[config.mk]
export PLATFORM = sky130hd
export DESIGN_NAME = ysyx_23060025_muxkey_pipe
export DESIGN_NICKNAME = d
export VERILOG_FILES = /design/src/rtl/ysyx_23060025_muxkey_pipe.sv
export SDC_FILE = /design/constraint.sdc
export NUM_CORES = 1
export LEC_CHECK = 0
export CAP_MARGIN = 10
export CORE_MARGIN = 2
export CORE_UTILIZATION = 35
export CTS_CLUSTER_DIAMETER = 200
export DETAILED_ROUTE_END_ITERATION = 10
export PLACE_DENSITY = 0.52
export SYNTH_ARGS = -nofsm -noshare
export SYNTH_HDL_FRONTEND = slang
export SYNTH_SLANG_ARGS = --single-unit
[constraint.sdc]
create_clock -name clk -period 12.3 [get_ports clk]
set_input_delay 2.46 -clock clk [delete_from_list [all_inputs] [get_ports clk]]
set_output_delay 2.46 -clock clk [all_outputs]
set_load 0.02 [all_outputs]
[src/rtl/ysyx_23060025_muxkey_pipe.sv]
// Registered, run-time-programmable key/data lookup table.
// Lookups use a valid/ready request handshake. The {data, hit, idx} result comes
// back one cycle later from a single output register that supports backpressure.
module ysyx_23060025_muxkey_pipe #(
  parameter int unsigned NR_KEY   = 4,
  parameter int unsigned KEY_LEN  = 8,
  parameter int unsigned DATA_LEN = 32,
  // Derived from NR_KEY; not meant to be overridden.
  parameter int unsigned IDX_LEN  = $clog2(NR_KEY)
) (
  input  logic                clk,
  input  logic                rst_n,
  input  logic                wr_en,
  input  logic [IDX_LEN-1:0]  wr_idx,
  input  logic [KEY_LEN-1:0]  wr_key,
  input  logic [DATA_LEN-1:0] wr_data,
  input  logic                inv_en,
  input  logic [DATA_LEN-1:0] default_data,
  input  logic                req_valid,
  output logic                req_ready,
  input  logic [KEY_LEN-1:0]  req_key,
  output logic                rsp_valid,
  input  logic                rsp_ready,
  output logic [DATA_LEN-1:0] rsp_data,
  output logic                rsp_hit,
  output logic [IDX_LEN-1:0]  rsp_idx
);

  logic [NR_KEY-1:0]   valid_q;
  logic [KEY_LEN-1:0]  key_q  [NR_KEY];
  logic [DATA_LEN-1:0] data_q [NR_KEY];

  logic                lk_hit;
  logic [IDX_LEN-1:0]  lk_idx;
  logic [DATA_LEN-1:0] lk_data;
  logic                accept;

  // The single output stage can take a new request whenever it is empty or draining.
  assign req_ready = !rsp_valid || rsp_ready;
  assign accept    = req_valid && req_ready;

  // Priority lookup against the pre-edge table state. Scanning from the top down
  // lets the lowest matching index win.
  always_comb begin
    lk_hit  = 1'b0;
    lk_idx  = '0;
    lk_data = default_data;
    for (int i = NR_KEY - 1; i >= 0; i--) begin
      if (valid_q[i] && (key_q[i] == req_key)) begin
        lk_hit  = 1'b1;
        lk_idx  = IDX_LEN'(i);
        lk_data = data_q[i];
      end
    end
  end

  // Per-entry valid bits. Invalidate beats write. Out-of-range indices match no entry.
  always_ff @(posedge clk) begin
    if (!rst_n) begin
      valid_q <= '0;
    end else if (inv_en) begin
      valid_q <= '0;
    end else if (wr_en) begin
      for (int i = 0; i < NR_KEY; i++) begin
        if (wr_idx == IDX_LEN'(i)) begin
          valid_q[i] <= 1'b1;
        end
      end
    end
  end

  // Key/data storage. It needs no reset because the valid bits qualify every entry.
  always_ff @(posedge clk) begin
    if (rst_n && !inv_en && wr_en) begin
      for (int i = 0; i < NR_KEY; i++) begin
        if (wr_idx == IDX_LEN'(i)) begin
          key_q[i]  <= wr_key;
          data_q[i] <= wr_data;
        end
      end
    end
  end

  // Response register. It loads on accept and holds while stalled.
  always_ff @(posedge clk) begin
    if (!rst_n) begin
      rsp_valid <= 1'b0;
      rsp_data  <= '0;
      rsp_hit   <= 1'b0;
      rsp_idx   <= '0;
    end else if (accept) begin
      rsp_valid <= 1'b1;
      rsp_data  <= lk_data;
      rsp_hit   <= lk_hit;
      rsp_idx   <= lk_idx;
    end else if (rsp_ready) begin
      rsp_valid <= 1'b0;
    end
  end

endmodule

Word-level counts from Yosys, hierarchy flattened
Memory sizes are Yosys's and may differ from the RTL's.
Cells that the tools add are included.
- flip-flop bits (word level): 40
- memory bits (writable): 160
- memories kept: 2
- memories (name ; words ; bits a word ; read ports ; clocked after memory_dff ; write ports ; RTL line ; RTL):
    data_q ; 4 ; 32 ; 4 ; 0 ; 1 ; 31 ; logic [DATA_LEN-1:0] data_q [NR_KEY];
    key_q ; 4 ; 8 ; 4 ; 0 ; 1 ; 30 ; logic [KEY_LEN-1:0] key_q [NR_KEY];
- eq/ne operators: 7
- multiplexer cells: 44
- bitwise operators: 1
- reductions and logical operators: 23
- operators by type and width (kind ; number):
    two-way mux 32 bit ; 7
    OR reduction 32 bit ; 3
    == test 8 bit ; 4
    two-way mux 1 bit ; 24
    two-way mux 8 bit ; 3
    OR reduction 8 bit ; 3
    two-way mux 2 bit ; 10
    AND reduction 2 bit ; 4
    logical AND 1 bit ; 7
    == test 2 bit, second input constant ; 2
    == test 2 x 1 -> 1 bit, second input constant ; 1
    logical NOT 1 bit ; 2
    logical NOT 2 bit ; 1
    nonzero test 2 bit ; 1
    OR reduction 2 bit ; 1
    logical OR 1 bit ; 1
    inverter 1 bit ; 1

Depth between registers and ports, before layout
- depth after elaboration: 9
- gate-level depth with buffers: 9

Worst setup path after synthesis
No wires, ideal clock.
- path kind: input to register
- start: input rst_n
- end: memory data_q[1][0] (enable)
- setup time: 498 ps
- arrival time: 6176 ps
- data required time: 11802 ps
- slack: 5626 ps
- cell stages on the path: 4
- path buffers: 1
- path through: clkbuf_1 -> nor2b_1 -> nand2_1 -> nor3b_1
- cells in the longest elaborated chain, start to end: 8
- ends and longest elaborated chain (element ; RTL line ; RTL):
    start: declaration ; 12 ; input logic rst_n,
    logical AND 1 bit (*) (2 in a row) ; 74 ; if (rst_n && !inv_en && wr_en) begin
    two-way mux 1 bit ; 74 ;
    two-way mux 1 bit (implied by the code) ; 78 ; data_q[i] <= wr_data;
    OR reduction 32 bit (no source line) ; n/a ;
    two-way mux 2 bit (no source line) or two-way mux 1 bit (tied branches) (3 in a row) ; n/a ;
    end: declaration ; 31 ;
Every way passes the cells marked *; elsewhere a longest branch is shown, timed or not.

Final worst setup path
- start: input rsp_ready
- end: output req_ready
- cells in the longest elaborated chain, start to end: 1
- ends and longest elaborated chain (element ; RTL line ; RTL):
    start: declaration ; 23 ; input logic rsp_ready,
    logical OR 1 bit ; 39 ; assign req_ready = !rsp_valid || rsp_ready;
    end: declaration ; 20 ; output logic req_ready,
Every way passes these cells.

==> run summary <==
Comb power frac - 7.8%
Total Routing Usage GR - 15.9%
Cell taking the most area after synthesis - edfxtp_1
Status - finished clean
# clock sinks - 200
RSZ-0062 raised after global routing - no
CTS tree - built
Ys flop type - edfxtp_1
Final net count - 712
Total chip power - 1.39 mW
Xor-xnor portion of the synthesized cell area - 3.73%
Mean Syn Cell Area - 15.3 um^2
Skew-Pair Late Insertion Delay - 0.43 ns
Post-synthesis sequential area ratio - 72.7%
Tightest Pin Transition - 1.05 ns
Post-synth top cells - 160 x edfxtp_1, 40 x dfxtp_1, 38 x nand2_1
Tmin final - 6.16 ns
Main combinational cell family by area after synthesis - compound AO/OA/AOI/OAI gates
Setup_tns - 0 ns
Total number of vias - 4699
Chip Height - 152 um
Clk pin slew, worst setup/hold paths - 0.06 ns
Post-synth EDFFs - 160
Resize count post-CTS - 0
Syn nets - 592
VDD IR max - 0.0768 mV
Internal power component - 1.10 mW
GRT Residual Overflow - 0
Post-synthesis compound-gate area fraction - 11.0%
Detailed Routing Iterations Pass 1 - 5
Top-count cell post-synth - edfxtp_1
CTS root buf - clkbuf_16
# setup viols final - 0
Synth unique cells - 38
Final non-filler cell total - 917
Crit Path Category - primary input to output port
Mapped cell area - 0.00771 mm^2
Fillcell total - 1938
Fin crit share - 50.1%
Worst R2R Setup Slack - 9.80 ns
GP Congestion - 0.717
FP Rows - 54
Min-delay src - valid_q[1]
Share of synthesized area spent on multiplexers - 4.15%
MaxCap Viol Count - 0
Share of total power in the clock network - 37.9%
Worst Setup SP - rsp_ready
Top-area cell type share of the netlist area - 62.3%
Final hold vios - 0
Wirelength per Cell - 20.0 um
N_diodes - 0
Critical path required time - 9.84 ns
Port Buffers - 124
#FFs+latches synth - 200
Simple-gate share of the synthesized area - 5.30%
Num ports - 125
Post-Synth Adder-Cell Area - 0%
Yosys Warn Count - 0
WP data arrival - 3.70 ns
Vias per cell - 5.12
WL final - 18300 um
Switch share - 21.4%
Placed instance count - 885
Final Util - 44.8%
Async set-reset flop share out of synthesis - 0%
Worst rel slew slack - 29.6%
Fmax - 162 MHz
Core area - 0.0218 mm^2
H-tree Lvls - 4
Initial Utilization - 35.4%
Worst Skew - 0.0152 ns
Crit-path max FO - 4
Crit. End Element - output port
Synth top area cells - edfxtp_1 62%, dfxtp_1 10%, mux2i_1 4.2%
Global-route wire length before repair - 27900 um
Detailed-route DRC error count - 0
Reg2Reg Launch Point - rsp_valid
Element type at the critical path start - primary input
NetSw - 298 uW
Hold WC Path Type - flip-flop to flip-flop
Post-Synthesis Cells - 504
P per Cell Area - 143 mW/mm^2
CTS buffer count - 17
HPWL Detailed - 10600 um
Post-CTS Hold Fix Bufs - 0
Antenna-violating nets left - 0
Drt initial violations - 226
Share of layout cells above drive strength 1 - 8.32%
Number of global-route vias before repair - 4871
Largest net degree at the start of global routing - 42
Die ar. - 0.0232 mm^2
Post-CTS setup buffer count - 0
Sequential fraction of design power - 54.3%
Antenna violations before repair - 0
Synth-to-layout area growth - 26.3%
Clock buffer depth - 2
Chip width - 152 um
Pleak - 3.23 nW
Slew Limit Fails - 0
## power by group through the flow
| stage | clock network, mW | logic (mW) | registers, mW |
|---|---|---|---|
| after floorplan | 0 | 0.0342 | 0.782 |
| after global placement | 0 | 0.108 | 0.772 |
| after detailed placement | 0 | 0.109 | 0.773 |
| after CTS | 0.544 | 0.110 | 0.758 |
| after global routing | 0.569 | 0.116 | 0.759 |
| final | 0.528 | 0.108 | 0.758 |
## through the flow
step / cell area [um^2] / hold slack, ns / setup WS [ns]
global route: 9740 / 0.478 / 6.08
CTS: 9740 / 0.460 / 6.15
finish: 9740 / 0.463 / 6.14
detailed placement: 9190 / 0.446 / 6.16
global placement: 9190 / 0.437 / 6.16
floorplan: 7710 / 0.426 / 5.63
## layer usage
metal / track usage, % / part of all wire, % / vias up
li1: - / - / 2199
met1: 20.1 / 43 / 2343
met2: 27.4 / 50 / 147
met3: 3.90 / 5.5 / 10
met4: 4.72 / 0.93 / 0
met5: 0 / 0 / -
## layout make-up
class	count	area (um^2)	share of cell area (%)
repair buffers	135	1320	13.5
inverters	3	11.3	0.116
clock buffers	21	460	4.73
well taps	280	350	3.60
multi-input cells	267	1900	19.5
flip-flops and latches	200	5610	57.5
clock inverters	11	97.6	1.00
## registers in the layout, indices dropped and copies added, names as in the netlist
name / flops
rsp_idx: 2
rsp_data: 32
data_q: 128
rsp_valid: 1
valid_q: 4
rsp_hit: 1
key_q: 32
## cell usage in the layout (no fill, tap or decap), types with 7 or more instances in the layout
master	instances
a211o_1	32
a31oi_1	32
buf_4	11
clkbuf_16	17
clkdlybuf4s50_1	123
dfxtp_1	40
edfxtp_1	160
mux2i_1	32
nand2_1	38
nor2_1	33
o221ai_1	31
xnor2_1	24
xor2_1	7
## logic make-up (layout without fill, tap and decap cells)
group                  Yosys count  count (layout)
multiplexers                    32              32
AND/OR/NAND/NOR                 94              94
buffers and inverters           37             170
AO/OA/AOI/OAI                  109             109
XOR/XNOR                        32              32
flip-flops                     200             200
## final timing paths
check | endpoint | cells past startpoint
setup / recovery | req_ready | 3
hold / removal | valid_q[1] | 1
setup reg to reg | rsp_data[0] | 6
hold reg to reg | valid_q[1] | 1
## worst max-delay path: stages
cell and delay [ns]:
clkdlybuf4s50_1 0.45, nand2b_1 0.16, clkdlybuf4s50_1 0.63
No activity file was read; power rests on OpenSTA's default activity.
